$ cat src/rtl/rs232tx_if.sv
`default_nettype none
// +--------------------------------------------------------------------------+
// | rs232tx_if : byte-write / serial-status bundle for rs232tx   | rev 1.0   |
// +--------------------------------------------------------------------------+
interface rs232tx_if #(
    parameter int FIFO_LOG2 = 4
);
    logic [7:0]         transmit_data;
    logic               we;
    logic [1:0]         parity_mode;
    logic               two_stop;
    logic               serial_out;
    logic               full;
    logic               busy;
    logic [FIFO_LOG2:0] level;
    logic               overrun;

    modport master (
        output transmit_data, we, parity_mode, two_stop,
        input  serial_out, full, busy, level, overrun
    );

    modport slave (
        input  transmit_data, we, parity_mode, two_stop,
        output serial_out, full, busy, level, overrun
    );
endinterface
`default_nettype wire

$ cat src/rtl/rs232tx.sv
`default_nettype none
// +--------------------------------------------------------------------------+
// | rs232tx : FIFO-buffered asynchronous serial transmitter     | rev 1.0   |
// +--------------------------------------------------------------------------+
module rs232tx #(
    parameter int PERIOD    = 434,
    parameter int DATA_BITS = 8,
    parameter int FIFO_LOG2 = 4
) (
    input  wire logic   clock,
    input  wire logic   reset_n,
    rs232tx_if.slave    bus
);
    localparam int                   c_DEPTH      = 1 << FIFO_LOG2;
    localparam int                   c_LW         = FIFO_LOG2 + 1;
    localparam logic [c_LW-1:0]      c_FULL_LEVEL = c_LW'(c_DEPTH);
    localparam logic [15:0]          c_RELOAD     = 16'(PERIOD - 1);
    localparam logic [2:0]           c_LAST_BIT   = 3'(DATA_BITS - 1);

    typedef enum logic [2:0] {
        S_IDLE   = 3'd0,
        S_START  = 3'd1,
        S_DATA   = 3'd2,
        S_PARITY = 3'd3,
        S_STOP   = 3'd4
    } state_t;

    // FIFO storage and bookkeeping
    logic [DATA_BITS-1:0] mem_q [c_DEPTH];
    logic [FIFO_LOG2-1:0] wr_ptr_q, wr_ptr_d;
    logic [FIFO_LOG2-1:0] rd_ptr_q, rd_ptr_d;
    logic [c_LW-1:0]      level_q, level_d;
    logic                 full_q;
    logic                 overrun_q;
    logic                 w_push;
    logic                 w_pop;
    logic [DATA_BITS-1:0] w_head;

    // Transmitter
    state_t               state_q;
    logic [15:0]          cnt_q;
    logic [2:0]           bit_idx_q;
    logic [DATA_BITS-1:0] shift_q;
    logic                 par_en_q;
    logic                 par_bit_q;
    logic                 two_stop_q;
    logic                 second_stop_q;
    logic                 serial_q;

    // full is the registered flag, so a pop in the same cycle never frees a slot for a write
    assign w_push = bus.we && !full_q;
    assign w_pop  = (state_q == S_IDLE) && (level_q != '0);
    assign w_head = mem_q[rd_ptr_q];

    always_ff @(posedge clock) begin
        if (w_push) begin
            mem_q[wr_ptr_q] <= bus.transmit_data[DATA_BITS-1:0];
        end
    end

    always_comb begin
        wr_ptr_d = wr_ptr_q;
        rd_ptr_d = rd_ptr_q;
        level_d  = level_q;
        if (w_push) begin
            wr_ptr_d = wr_ptr_q + 1'b1;
        end
        if (w_pop) begin
            rd_ptr_d = rd_ptr_q + 1'b1;
        end
        case ({w_push, w_pop})
            2'b10:   level_d = level_q + 1'b1;
            2'b01:   level_d = level_q - 1'b1;
            default: level_d = level_q;
        endcase
    end

    always_ff @(posedge clock or negedge reset_n) begin
        if (!reset_n) begin
            wr_ptr_q  <= '0;
            rd_ptr_q  <= '0;
            level_q   <= '0;
            full_q    <= 1'b0;
            overrun_q <= 1'b0;
        end else begin
            wr_ptr_q  <= wr_ptr_d;
            rd_ptr_q  <= rd_ptr_d;
            level_q   <= level_d;
            full_q    <= (level_d == c_FULL_LEVEL);
            overrun_q <= bus.we && full_q;
        end
    end

    // The line register follows the state by one cycle, so every cell keeps its full length
    always_ff @(posedge clock or negedge reset_n) begin
        if (!reset_n) begin
            state_q       <= S_IDLE;
            cnt_q         <= '0;
            bit_idx_q     <= '0;
            shift_q       <= '0;
            par_en_q      <= 1'b0;
            par_bit_q     <= 1'b0;
            two_stop_q    <= 1'b0;
            second_stop_q <= 1'b0;
            serial_q      <= 1'b1;
        end else begin
            case (state_q)
                S_IDLE: begin
                    serial_q <= 1'b1;
                    if (w_pop) begin
                        shift_q       <= w_head;
                        par_en_q      <= (bus.parity_mode == 2'b01) || (bus.parity_mode == 2'b10);
                        par_bit_q     <= (^w_head) ^ (bus.parity_mode == 2'b01);
                        two_stop_q    <= bus.two_stop;
                        second_stop_q <= 1'b0;
                        cnt_q         <= c_RELOAD;
                        state_q       <= S_START;
                    end
                end

                S_START: begin
                    serial_q <= 1'b0;
                    if (cnt_q == '0) begin
                        cnt_q     <= c_RELOAD;
                        bit_idx_q <= '0;
                        state_q   <= S_DATA;
                    end else begin
                        cnt_q <= cnt_q - 1'b1;
                    end
                end

                S_DATA: begin
                    serial_q <= shift_q[0];
                    if (cnt_q == '0) begin
                        cnt_q   <= c_RELOAD;
                        shift_q <= shift_q >> 1;
                        if (bit_idx_q == c_LAST_BIT) begin
                            state_q <= par_en_q ? S_PARITY : S_STOP;
                        end else begin
                            bit_idx_q <= bit_idx_q + 1'b1;
                        end
                    end else begin
                        cnt_q <= cnt_q - 1'b1;
                    end
                end

                S_PARITY: begin
                    serial_q <= par_bit_q;
                    if (cnt_q == '0) begin
                        cnt_q   <= c_RELOAD;
                        state_q <= S_STOP;
                    end else begin
                        cnt_q <= cnt_q - 1'b1;
                    end
                end

                S_STOP: begin
                    serial_q <= 1'b1;
                    if (cnt_q == '0) begin
                        if (two_stop_q && !second_stop_q) begin
                            second_stop_q <= 1'b1;
                            cnt_q         <= c_RELOAD;
                        end else begin
                            state_q <= S_IDLE;
                        end
                    end else begin
                        cnt_q <= cnt_q - 1'b1;
                    end
                end

                default: begin
                    serial_q <= 1'b1;
                    state_q  <= S_IDLE;
                end
            endcase
        end
    end

    assign bus.serial_out = serial_q;
    assign bus.full       = full_q;
    assign bus.busy       = (state_q != S_IDLE) || (level_q != '0);
    assign bus.level      = level_q;
    assign bus.overrun    = overrun_q;
endmodule
`default_nettype wire

$ cat src/flat_wrapper.sv
// flat-port wrapper written by rule: the top's interface ports become plain ports
module rs232tx_flat 
#(
    parameter int PERIOD    = 434,
    parameter int DATA_BITS = 8,
    parameter int FIFO_LOG2 = 4
)
  (clock, reset_n, bus_transmit_data, bus_we, bus_parity_mode, bus_two_stop, bus_serial_out, bus_full, bus_busy, bus_level, bus_overrun);
  rs232tx_if #(.FIFO_LOG2(FIFO_LOG2)) bus_i ();
  input  wire logic clock;
  input  wire logic reset_n;
  input wire logic [$bits(bus_i.transmit_data)-1:0] bus_transmit_data;
  input wire logic [$bits(bus_i.we)-1:0] bus_we;
  input wire logic [$bits(bus_i.parity_mode)-1:0] bus_parity_mode;
  input wire logic [$bits(bus_i.two_stop)-1:0] bus_two_stop;
  output wire logic [$bits(bus_i.serial_out)-1:0] bus_serial_out;
  output wire logic [$bits(bus_i.full)-1:0] bus_full;
  output wire logic [$bits(bus_i.busy)-1:0] bus_busy;
  output wire logic [$bits(bus_i.level)-1:0] bus_level;
  output wire logic [$bits(bus_i.overrun)-1:0] bus_overrun;
  assign bus_i.transmit_data = bus_transmit_data;
  assign bus_i.we = bus_we;
  assign bus_i.parity_mode = bus_parity_mode;
  assign bus_i.two_stop = bus_two_stop;
  assign bus_serial_out = bus_i.serial_out;
  assign bus_full = bus_i.full;
  assign bus_busy = bus_i.busy;
  assign bus_level = bus_i.level;
  assign bus_overrun = bus_i.overrun;
  rs232tx #(.PERIOD(PERIOD), .DATA_BITS(DATA_BITS), .FIFO_LOG2(FIFO_LOG2)) u_core (.clock(clock), .reset_n(reset_n), .bus(bus_i));
endmodule
$ cat config.mk
export PLATFORM = sky130hd
export DESIGN_NAME = rs232tx_flat
export DESIGN_NICKNAME = d
export VERILOG_FILES = /design/src/rtl/rs232tx_if.sv /design/src/rtl/rs232tx.sv /design/src/flat_wrapper.sv
export SDC_FILE = /design/constraint.sdc
export NUM_CORES = 1
export LEC_CHECK = 0
export ABC_AREA = 1
export BUFFER_PORTS_ARGS = -buffer_cell sky130_fd_sc_hd__buf_4
export CELL_PAD_IN_SITES_DETAIL_PLACEMENT = 0
export CELL_PAD_IN_SITES_GLOBAL_PLACEMENT = 2
export CORE_ASPECT_RATIO = 1.1
export CORE_MARGIN = 10
export CORE_UTILIZATION = 41
export DETAILED_ROUTE_END_ITERATION = 8
export PLACE_DENSITY = 0.8
export SYNTH_ARGS = -nofsm -noshare
export SYNTH_HDL_FRONTEND = slang
export SYNTH_SLANG_ARGS = --single-unit
$ cat constraint.sdc
create_clock -name clock -period 2.5 [get_ports clock]
set_input_delay 0.125 -clock clock [delete_from_list [all_inputs] [get_ports clock]]
set_output_delay 0.125 -clock clock [all_outputs]
set_load 0.05 [all_outputs]
==> flow_summary.toml <==
[routing]
drt_pass1_iterations = 5
route.final.wire_length_um = 18800
detail_route.wl_per_cell_um = 16.1
drt_drc_violations_left = 0
detail-route-antenna-nets = 0
routed-via-count = 5795
drt-vias-per-instance = 4.96
detailedRoute.firstIterationViolations = 347

[die]
die_w_um = 156
die-area_um2 = 26400
die_height_um = 169
top_level_ports = 23
core_area_um2 = 19900
number_of_placement_rows = 54
start_util = 0.418

[clock_network]
clock_tree_from_tritoncts = "done"
clock-root-buffer = "sky130_fd_sc_hd__clkbuf_16"
clock_tree.htree_level_count = 4
cts.clk_slew.worst_paths_ps = 70
clock_insertion_delay_at_the_later_pin_of_the_skew_report_ps = 430
maximum_clock_path_buffer_count = 2
clock-sinks = 178
cts_buffers = 17

[yosys]
syn-instance-count = 846
synth_area_leader_cell = "sky130_fd_sc_hd__edfxtp_1"
post_synth.cell_area_avg_um2 = 9.82
yosys.area.top_type_share = 0.463
asyncSetResetFlopFracSynth = 0.281
synthFlopType = "sky130_fd_sc_hd__edfxtp_1"
synth_cell_types = 44
synth_top_cells_by_area = "sky130_fd_sc_hd__edfxtp_1, sky130_fd_sc_hd__dfrtp_1, sky130_fd_sc_hd__nand2_1"
synth_seq_area_share = 0.613
ys_ff_latch = 178
synth_nets = 872
synthesis.area_um2 = 8310
count_of_flip_flops_with_a_built_in_enable_after_synthesis = 128
yosys_warnings = 0

[timing]
max_slew.worst_pin.slew_ps = 704
post-route-period-util = 0.926
achievable-frequency_mhz = 432
period_minus_slack_ps = 2310
hold_viol = 0
clock-skew-final_ps = 10.8
timing.final.max_slew_violations = 0
setup_viol_count_final = 0
maxSlewHeadroom = 0.531

[setup_path]
crit_arrival_ps = 2670
crit_path_start = "u_core.bus.level[0]"
crit_path_end_kind = "flip-flop"
timing.critical_path.required_ps = 2860
crit_path_cell_trace = "nor2_1, nand4_1, nand2_4, inv_4, ha_2, inv_1, nand2_1, nand2_1, or2_2, nor2_1, nand3_1, a21oi_2"
worstPathBufferInverterCount = 2
timing.critical_path.max_delay_family = "simple AND/OR/NAND/NOR gates"
biggest_fanout_along_the_worst_timing_path = 10
slowest_delay_ps = 440
r2r_start = "u_core.bus.level[0]"
cp_slowest_cell = "sky130_fd_sc_hd__dfrtp_1"
crit_path_start_kind = "flip-flop"
critPathKind = "flip-flop to flip-flop"

[layout]
final_cell_mix = "sky130_fd_sc_hd__nand2_1, sky130_fd_sc_hd__edfxtp_1, sky130_fd_sc_hd__inv_1, sky130_fd_sc_hd__nor2_1, sky130_fd_sc_hd__nand3_1"
final_cell_area_um2 = 9530
antenna_cells = 0
layout.filler_cells = 1841
mostFrequentLayoutCell = "sky130_fd_sc_hd__nand2_1"
syn_to_final_growth_pct = 14.7
final_layout_size_suffix_gt1_frac = 0.130
utilization = 0.480
layout.nets = 929

[placed_design]
placedInstanceArea_um2 = 8880
dp_hpwl_um = 12700
portBuffers = 22
place.gp.congestion = 0.828

[global_routing]
first_pass_grt_wire_length_um = 30700
grt_pass1_vias = 5789
global_route.usage.total = 0.149
antenna_found_initial = 0
grt_start_max_net_pins = 51
gr-total-overflow = 0

[hold_path]
hp_class = "input port to flip-flop"
hold_wc_startpoint = "bus_transmit_data[7]"

[pwr]
power.density_cell_area_nw_per_um2 = 1210
vdd_drop_max_mv = 0.663
total_leakage_power_nw = 4.09

[job]
maxCapViolCount = 0

[run_status]
run_status = "complete, no violations"
cells in the mapped netlist, types with 2 or more instances:
library cell	number
sky130_fd_sc_hd__o211ai_1	11
sky130_fd_sc_hd__buf_6	7
sky130_fd_sc_hd__o21ai_0	44
sky130_fd_sc_hd__inv_2	7
sky130_fd_sc_hd__nor2_4	4
sky130_fd_sc_hd__buf_4	4
sky130_fd_sc_hd__a21boi_0	2
sky130_fd_sc_hd__nand2_1	195
sky130_fd_sc_hd__o21a_1	2
sky130_fd_sc_hd__inv_1	108
sky130_fd_sc_hd__a21oi_2	2
sky130_fd_sc_hd__edfxtp_1	128
sky130_fd_sc_hd__dfrtp_1	49
sky130_fd_sc_hd__nor3_1	3
sky130_fd_sc_hd__buf_2	12
sky130_fd_sc_hd__nand2_4	2
sky130_fd_sc_hd__nand4_1	10
sky130_fd_sc_hd__clkinv_1	2
sky130_fd_sc_hd__xnor2_1	2
sky130_fd_sc_hd__ha_1	12
sky130_fd_sc_hd__a21oi_1	20
sky130_fd_sc_hd__nand2_2	4
sky130_fd_sc_hd__o22ai_1	7
sky130_fd_sc_hd__nor2_2	3
sky130_fd_sc_hd__nor4_1	3
sky130_fd_sc_hd__nand3_1	80
sky130_fd_sc_hd__clkbuf_1	2
sky130_fd_sc_hd__xor2_1	13
sky130_fd_sc_hd__o21ai_1	4
sky130_fd_sc_hd__nor2_1	90
registers in the layout, indices dropped and copies added, names as in the netlist:
| signal | flops |
|---|---|
| u_core.cnt_q | 16 |
| u_core.second_stop_q | 1 |
| u_core.bus.serial_out | 1 |
| u_core.par_en_q | 1 |
| u_core.bus.overrun | 1 |
| u_core.bit_idx_q | 3 |
| u_core.mem_q | 128 |
| u_core.bus.full | 1 |
| u_core.state_q | 3 |
| u_core.two_stop_q | 1 |
| u_core.shift_q | 8 |
| u_core.rd_ptr_q | 4 |
| u_core.par_bit_q | 1 |
| u_core.bus.level | 5 |
| u_core.wr_ptr_q | 4 |
metrics by stage:
stage,instances,setup WS [ps],power (mW),hold WS [ps],setup TNS [ps]
6_report,1168,186,11.6,4.74,0
5_1_grt,1168,-2.81,12.5,6.92,-2.81
4_1_cts,1164,132,11.6,2.29,0
3_5_place_dp,1127,171,9.01,225,0
3_3_place_gp,1127,231,8.94,218,0
2_1_floorplan,846,142,7.61,-171,0
layout make-up:
class | instances | area, µm² | area share
clock buffer | 19 | 433 | 0.0454
clock inverter | 13 | 135 | 0.0142
inverter | 118 | 445 | 0.0467
multi-input combinational | 524 | 2590 | 0.271
sequential | 178 | 5100 | 0.535
tap | 252 | 315 | 0.0331
timing repair buffer | 64 | 518 | 0.0544
where the power goes:
part | internal (mW) | leakage (nW) | total (mW) | switching [mW]
sequential | 3.70 | 1.77 | 3.96 | 0.265
clock | 1.47 | 0.274 | 2.59 | 1.12
combinational | 1.67 | 2.04 | 4.99 | 3.32
timing repair:
action	CTS	global route
setup endpoints to repair	0	1
buffers inserted	0	4
hold buffers	5	0
gates resized for setup	0	1
endpoints found under the hold margin	83	0
cell families after synthesis:
group                      count (synthesis)  share of synthesized area
xor gates and xnor gates                  16                     0.0178
DFF                                      178                      0.613
muxes                                      1                    0.00136
buffers and inverters                    144                     0.0755
AOI/OAI and AO/OA                         95                     0.0648
and+or+nand+nor                          400                      0.209
adders and majority gates                 12                     0.0181
metal layers:
layer,vias up,part of all wire,global-route usage
met4,0,0.018,0.0546
met5,-,0,0
met2,87,0.48,0.238
met3,23,0.035,0.0284
li1,2907,-,-
met1,2778,0.47,0.196
path summary, 6_finish.rpt:
kind                                            to  slack, ps  cells after the start
worst max-delay path               u_core.bus.full        190                     12
worst min-delay path            u_core.mem_q[9][7]          5                      1
worst max register to register     u_core.bus.full        190                     12
worst min register to register   u_core.two_stop_q        490                      2
max in group asynchronous       u_core.rd_ptr_q[0]       1700                      2
min in group asynchronous        u_core.shift_q[6]        290                      2
Note: power is estimated with default switching activity, not from simulation.
